$ cat src/rtl/zamarine_pkg.sv
// Shared types and default sizes for the Zamarine activation sequencer.
package zamarine_pkg;

  localparam int ZAM_ID_W           = 3;
  localparam int ZAM_MAX_COMPONENTS = 8;

  typedef struct packed {
    logic [ZAM_ID_W-1:0] id;
    logic                activate;
  } zam_cmd_t;

  typedef enum logic {
    IDLE   = 1'b0,
    SETTLE = 1'b1
  } zam_seq_state_t;

endpackage

$ cat src/rtl/zamarine_cmd_fifo.sv
// In-order command buffer; pointers carry one extra wrap bit so full and empty
// are told apart without a separate occupancy counter.
module zamarine_cmd_fifo
  import zamarine_pkg::*;
#(
  parameter int DEPTH = 4
) (
  input  logic     clk,
  input  logic     reset,
  input  logic     push,
  input  zam_cmd_t din,
  input  logic     pop,
  output logic     full,
  output logic     empty,
  output zam_cmd_t head
);

  localparam int AW = $clog2(DEPTH);

  logic [AW:0] wr_ptr;
  logic [AW:0] rd_ptr;
  zam_cmd_t    mem [DEPTH];

  assign empty = (wr_ptr == rd_ptr);
  assign full  = (wr_ptr[AW] != rd_ptr[AW]) && (wr_ptr[AW-1:0] == rd_ptr[AW-1:0]);
  assign head  = mem[rd_ptr[AW-1:0]];

  always_ff @(posedge clk or posedge reset) begin
    if (reset) begin
      wr_ptr <= '0;
      rd_ptr <= '0;
    end else begin
      if (push && !full) wr_ptr <= wr_ptr + 1'b1;
      if (pop && !empty) rd_ptr <= rd_ptr + 1'b1;
    end
  end

  // Storage needs no reset: nothing is read until a push has written it.
  always_ff @(posedge clk) begin
    if (push && !full) mem[wr_ptr[AW-1:0]] <= din;
  end

endmodule

$ cat src/rtl/zamarine_activation_sequencer.sv
// Orders activate/deactivate requests, drops redundant ones and spaces
// activations by a settle gap before driving the component status register.
//   state  | meaning
//   IDLE   | may pop the FIFO head and issue it to comp_*
//   SETTLE | inrush gap after an activation; nothing pops or issues
module zamarine_activation_sequencer
  import zamarine_pkg::*;
#(
  parameter int MAX_COMPONENTS = ZAM_MAX_COMPONENTS,
  parameter int ID_W           = ZAM_ID_W,
  parameter int FIFO_DEPTH     = 4,
  parameter int SETTLE_CYCLES  = 16
) (
  input  logic                      clk,
  input  logic                      reset,
  input  logic                      req_valid,
  output logic                      req_ready,
  input  logic [ID_W-1:0]           req_id,
  input  logic                      req_activate,
  output logic [ID_W-1:0]           comp_id,
  output logic                      comp_activate,
  output logic                      cmd_issued,
  output logic [MAX_COMPONENTS-1:0] shadow_status,
  output logic                      busy,
  output logic                      err_bad_id
);

  localparam int CNT_W = (SETTLE_CYCLES > 2) ? $clog2(SETTLE_CYCLES) : 1;
  localparam logic [CNT_W-1:0] CNT_LOAD =
    CNT_W'((SETTLE_CYCLES > 0) ? SETTLE_CYCLES - 1 : 0);

  zam_seq_state_t   state;
  logic [CNT_W-1:0] cnt;
  logic             fifo_full;
  logic             fifo_empty;
  zam_cmd_t         head;
  logic             accept;
  logic             bad_id;
  logic             pop;

  assign req_ready = !fifo_full;
  assign accept    = req_valid && req_ready;
  assign bad_id    = accept && (int'(req_id) >= MAX_COMPONENTS);
  assign pop       = (state == IDLE) && !fifo_empty;
  assign busy      = !fifo_empty || (state == SETTLE);

  zamarine_cmd_fifo #(.DEPTH(FIFO_DEPTH)) u_fifo (
    .clk   (clk),
    .reset (reset),
    .push  (accept && !bad_id),
    .din   ('{id: req_id, activate: req_activate}),
    .pop   (pop),
    .full  (fifo_full),
    .empty (fifo_empty),
    .head  (head)
  );

  // The counter leaves SETTLE on the edge it would reach zero, so the next
  // issue lands exactly SETTLE_CYCLES edges after the activation.
  always_ff @(posedge clk or posedge reset) begin
    if (reset) begin
      state         <= IDLE;
      cnt           <= '0;
      comp_id       <= '0;
      comp_activate <= 1'b0;
      cmd_issued    <= 1'b0;
      shadow_status <= '0;
      err_bad_id    <= 1'b0;
    end else begin
      cmd_issued <= 1'b0;
      err_bad_id <= bad_id;
      case (state)
        IDLE: begin
          if (!fifo_empty && (shadow_status[head.id] != head.activate)) begin
            comp_id                <= head.id;
            comp_activate          <= head.activate;
            cmd_issued             <= 1'b1;
            shadow_status[head.id] <= head.activate;
            if (head.activate && (SETTLE_CYCLES > 1)) begin
              state <= SETTLE;
              cnt   <= CNT_LOAD;
            end
          end
        end
        SETTLE: begin
          cnt <= cnt - 1'b1;
          if (cnt <= CNT_W'(1)) state <= IDLE;
        end
        default: state <= IDLE;
      endcase
    end
  end

endmodule

$ cat config.mk
export PLATFORM = sky130hd
export DESIGN_NAME = zamarine_activation_sequencer
export DESIGN_NICKNAME = d
export VERILOG_FILES = /design/src/rtl/zamarine_pkg.sv /design/src/rtl/zamarine_cmd_fifo.sv /design/src/rtl/zamarine_activation_sequencer.sv
export SDC_FILE = /design/constraint.sdc
export NUM_CORES = 1
export LEC_CHECK = 0
export ABC_CLOCK_PERIOD_IN_PS = 2300
export BUFFER_PORTS_ARGS = -buffer_cell sky130_fd_sc_hd__buf_2
export CAP_MARGIN = 40
export CORE_UTILIZATION = 51
export DETAILED_ROUTE_END_ITERATION = 8
export PLACE_DENSITY_LB_ADDON = 0.05
export SLEW_MARGIN = 20
export SYNTH_ARGS = -nofsm -noshare
export SYNTH_HDL_FRONTEND = slang
export SYNTH_SLANG_ARGS = --single-unit
$ cat constraint.sdc
create_clock -name clk -period 2.3 [get_ports clk]
set_input_delay 0.23 -clock clk [delete_from_list [all_inputs] [get_ports clk]]
set_output_delay 0.23 -clock clk [all_outputs]
set_load 0.01 [all_outputs]
==> flow_summary.toml, run 1 <==
[grt]
grt_max_degree = 15
grt_pass1_wl_um = 6480
grt_pass1_vias = 1357
grt_antenna_before_repair = 0
grt.overflow.total = 0
grtUsageTotal = 0.215

[power_and_ir_drop]
p_total_w = 0.00316
p_leak_nw = 0.993
vdd_drop_max_uv = 565
p_per_area_nw_per_um2 = 1370

[route]
wl_met1_um = 1490
highest_layer = "met4"
drtIter0Drc = 118
vias = 1319
wl_met2_um = 1890
routed_wl_um = 3560
route.detailed.drc = 0
firstDrtPassIters = 4
wl_per_cell_um = 14.7
dr_wl_met3_um = 133
routed_via_density = 5.45
drtAntennaViolNets = 0

[placement]
place_hpwl_um = 2750
io_buffers = 21
place_congestion = 0.786
place_ws_ps = -140
dp.cells = 232

[sta]
period_minus_slack_ps = 2380
finalWorstSetupSlack_ps = -81.2
hold_viol_final = 0
max-slew-margin-rel = 0.628
rsz0062_at_grt = "true"
slew_violations = 0
fmax_ghz = 0.420
setup_viol = 3
worst_pin_slew_ps = 557
skew_ps = 13.1
post-route-period-util = 1.04
finalSetupTns_ps = -230
hold_ws_ps = 149

[floorplan]
die_x_um = 63.6
die_area_um2 = 4040
fp.coreArea_um2 = 3660
initial_core_util = 0.528
die_h_um = 63.6
ioPinCount = 23
rows = 22

[setup_path]
max_stage_delay_ps = 630
startpoint_type = "flop"
slowest_stage = "mux4_2"
r2r_end = "comp_id[2]"
path_cells = "mux4_2 -> mux2i_2 -> o22ai_2 -> or2_4 -> mux2i_4 -> mux2_4"
rrSetupSlack_ps = -80
path_class = "reg2reg"
r2r-start = "u_fifo.rd_ptr[0]"
reg2reg_depth = 6
crit_path_end_kind = "flop"
crit_arrival_ps = 2560
crit_fanout = 6
worstPathRequired_ps = 2480

[synth]
syn_avg_cell_area_um2 = 12.2
synth_ff_type = "dfrtp_1"
syn_nets = 173
synth_edf_count = 16
postSynthCellCount = 159
yosysSeqAreaShare = 0.559
synth.distinct_cells = 34
ys_warn_count = 0
ys_ff_latch = 40
synth.cell_area_um2 = 1930
async_flop_share = 0.600

[run_status]
outcome = "complete, but fails checks"
violations = "setup timing"

[min_path]
hp-start = "req_id[2]"
holdPathEnd = "u_fifo.mem[2][3]"
hold_depth = 1
min_path_type = "in2reg"

[cts]
htree_levels = 2
cts.path.max_buffers = 2
cts_buffers = 5
clock-root-buffer = "clkbuf_8"
insertion_delay_ps = 300
clk_pin_slew_ps = 80
clock_sinks = 40
cts_tree = "yes"

[run]
max_cap_violations = 0

[cells_and_area]
drive_gt1_frac = 0.309
layout_commonest_cell = "dfrtp_1"
final_cell_mix = "dfrtp_1 (23), buf_2 (21), a21oi_1 (19)"
antennaDiodeCount = 0
synthToLayoutAreaGrowth_pct = 19.5
fin_cells = 242
layout.nets = 207
==> synthesized netlist by cell type, types with 2 or more instances <==
cell type,n,area share
a21oi_1,19,0.049
o21ai_0,9,0.023
nand2b_1,5,0.016
and2_1,2,0.0065
dfrtp_1,24,0.31
buf_6,2,0.012
edfxtp_1,16,0.25
nor3_1,4,0.010
inv_1,5,0.0097
o22ai_1,2,0.0065
or2_2,3,0.0097
nor2_1,6,0.012
ha_1,7,0.045
xor2_1,4,0.018
xnor2_1,4,0.018
or3_1,2,0.0065
nand3b_1,2,0.0078
and3_1,5,0.016
mux2_2,4,0.023
clkbuf_1,4,0.0078
o31a_1,2,0.0091
nor3b_1,2,0.0078
nand2_1,8,0.016
mux2i_1,5,0.026
mux4_2,4,0.047
==> power breakdown <==
group / leakage [nW] / switching, W / internal (W)
clock network: 0.0548 / 0.000255 / 0.000327
registers: 0.441 / 0.000172 / 0.000977
logic: 0.497 / 0.000726 / 0.000699
==> final cells by class <==
cell class	count	area, µm²
multi-input cells	106	816
clock inverters	3	46.3
fillers	301	1350
well taps	48	60.1
repair buffers	35	220
flip-flops and latches	40	1080
clock buffers	5	68.8
inverters	5	18.8
==> registers in the layout, summed over array words and instances, names as in the netlist <==
| register | cells |
|---|---|
| u_fifo.mem | 16 |
| shadow_status | 8 |
| cnt | 4 |
| comp_id | 3 |
| u_fifo.rd_ptr | 3 |
| u_fifo.wr_ptr | 3 |
| cmd_issued | 1 |
| comp_activate | 1 |
| state | 1 |
==> worst max-delay path: cells and delay by family (launching register included) <==
kind	cells	cell delay, ps
multiplexers	4	1480
flip-flops	1	420
AO/OA/AOI/OAI	1	110
AND/OR/NAND/NOR	1	260
==> through the flow <==
| stage | instance area [µm²] | utilization |
|---|---|---|
| 3_5_place_dp | 2150 | 0.588 |
| 6_report | 2310 | 0.632 |
| 2_1_floorplan | 1940 | - |
| 5_1_grt | 2310 | 0.632 |
| 4_1_cts | 2310 | 0.630 |
| 3_3_place_gp | 2140 | 0.584 |
==> worst max path at each step <==
stage	startpoint	end	slack, ps	cells past startpoint
floorplan	u_fifo.rd_ptr[0]	comp_id[0]	-1	8
global placement	u_fifo.rd_ptr[0]	comp_id[2]	-20	6
detailed placement	u_fifo.rd_ptr[0]	comp_id[1]	-140	6
CTS	u_fifo.rd_ptr[0]	comp_id[1]	-80	6
global route	u_fifo.rd_ptr[0]	comp_id[1]	-190	6
finish	u_fifo.rd_ptr[0]	comp_id[2]	-80	6
==> what timing repair did <==
action,in CTS,in global routing
resized for setup,6,1
hold buffers,1,0
pin swaps,2,1
endpoints found under the setup margin,5,8
buffers inserted,1,0
hold endpoints to repair,12,0
==> cells by family after synthesis <==
logic type               share of synthesized area
AND/OR/NAND/NOR                              0.123
flip-flops                                   0.559
AO/OA/AOI/OAI                               0.0918
multiplexers                                 0.107
buffers and inverters                       0.0356
XOR/XNOR                                    0.0362
adder cells (fa/ha/maj)                     0.0453
other                                      0.00194
==> routing by layer <==
metal	global-route usage	vias up
met1	0.251	653
met3	0.0598	5
li1	-	631
met5	0	-
met4	0.0682	0
met2	0.378	30
No activity file was read; power rests on OpenSTA's default activity.
==> run 2, diff against run 1 <==
--- a/config.mk
+++ b/config.mk
@@ -8,7 +8,8 @@
 export ABC_CLOCK_PERIOD_IN_PS = 2300
 export BUFFER_PORTS_ARGS = -buffer_cell sky130_fd_sc_hd__buf_2
 export CAP_MARGIN = 40
-export CORE_UTILIZATION = 51
+export CORE_UTILIZATION = 54
+export CTS_BUF_LIST = sky130_fd_sc_hd__clkbuf_8
 export DETAILED_ROUTE_END_ITERATION = 8
 export PLACE_DENSITY_LB_ADDON = 0.05
 export SLEW_MARGIN = 20
==> flow_summary.toml, run 2 (synthesis results as in run 1) <==
[placement]
place_ws_ps = -127
dp.cells = 230
place_congestion = 0.810
place_area_um2 = 2150
io_buffers = 21
place_hpwl_um = 2660

[cells_and_area]
drive_gt1_frac = 0.318
stdcell_area_um2 = 2320
fill_cells = 244
layout.nets = 208
layout_commonest_cell = "dfrtp_1"
largest_reg_flops = 16
fin_cells = 241
antennaDiodeCount = 0
multi_input_area_um2 = 823
final_cell_mix = "dfrtp_1 (23), buf_2 (21), a21oi_1 (19)"
synthToLayoutAreaGrowth_pct = 20.2
regArea_um2 = 1080

[run]
max_cap_violations = 0

[route]
wl_per_cell_um = 14.6
drtAntennaViolNets = 0
drtIter0Drc = 89
routed_via_density = 5.46
firstDrtPassIters = 4
vias = 1316
routed_wl_um = 3510
route.detailed.drc = 0

[grt]
grtUsageTotal = 0.216
grt_antenna_before_repair = 0
grt.overflow.total = 0
grt_pass1_vias = 1249
grt_max_degree = 15
grt_pass1_wl_um = 5750

[power_and_ir_drop]
p_leak_nw = 1.00
p_per_area_nw_per_um2 = 1360
vdd_drop_max_uv = 660
p_total_w = 0.00317

[setup_path]
crit_fanout = 7
crit_path_end_kind = "flop"
crit_arrival_ps = 2550
rrSetupSlack_ps = -70
path_class = "reg2reg"
reg2reg_depth = 6
startpoint_type = "flop"
worstPathRequired_ps = 2480

[cts]
cts_buffers = 5
clock-root-buffer = "clkbuf_8"
cts_tree = "yes"
clk_pin_slew_ps = 80
cts.path.max_buffers = 2
htree_levels = 2
clock_sinks = 40
insertion_delay_ps = 290

[sta]
setup_viol = 3
slew_violations = 0
post-route-period-util = 1.03
skew_ps = 6.04
finalWorstSetupSlack_ps = -70.4
rsz0062_at_grt = "true"
fmax_ghz = 0.422
period_minus_slack_ps = 2370
max-slew-margin-rel = 0.649
hold_viol_final = 0
worst_pin_slew_ps = 526

[run_status]
outcome = "complete, but fails checks"
violations = "setup timing"

[floorplan]
rows = 21
fp.coreArea_um2 = 3390
ioPinCount = 23
initial_core_util = 0.571
die_area_um2 = 3830
die_x_um = 61.9
die_h_um = 61.9

[min_path]
hold_depth = 1
min_path_type = "in2reg"
==> run 2: cell type report <==
type / count / area share
flip-flops and latches: 40 / 0.466
repair buffers: 36 / 0.0980
multi-input cells: 106 / 0.354
inverters: 5 / 0.00807
clock buffers: 5 / 0.0296
well taps: 46 / 0.0248
clock inverters: 3 / 0.0199
==> run 2: worst paths after layout <==
| path | start | endpoint |
|---|---|---|
| setup / recovery | u_fifo.rd_ptr[0] | comp_id[2] |
| hold / removal | req_id[2] | u_fifo.mem[1][3] |
| setup reg to reg | u_fifo.rd_ptr[0] | comp_id[2] |
| hold reg to reg | cnt[3] | cnt[3] |
| max in group asynchronous | reset | shadow_status[7] |
| min in group asynchronous | reset | comp_id[1] |
==> run 2: stage by stage <==
stage                     setup TNS, ps  hold WS (ps)  utilization
after global routing               -593           141        0.686
after detailed placement           -444           287        0.635
after CTS                          -184           139        0.679
after global placement            -25.6           439        0.630
after floorplan                   -3.61           245            -
final                              -196           146        0.686
==> run 2: critical path, stage by stage (launching register included) <==
cell and delay [ps]:
dfrtp_2 430, mux4_2 630, mux2i_2 240, o22ai_2 100
or2_4 270, mux2i_4 250, mux2_4 330
==> run 2: power by group <==
part	switching (W)	internal, W	total [W]	leakage, nW
combinational	0.000730	0.000705	0.00143	0.507
sequential	0.000172	0.000977	0.00115	0.441
clock	0.000255	0.000327	0.000582	0.0548
==> run 2: layer usage <==
layer	track usage	share of wire	wire length [µm]	up-vias
li1	-	-	-	639
met1	0.256	0.42	1460	642
met2	0.369	0.53	1870	27
met3	0.0621	0.034	119	8
met4	0.0921	0.018	63	0
met5	0	0	0	-
==> run 2: repair_timing <==
item	4_1_cts	5_1_grt
pin swaps	3	0
setup buffers	1	1
setup endpoints to repair	6	13
endpoints found under the hold margin	12	0
resized for setup	5	3
hold buffers	1	0
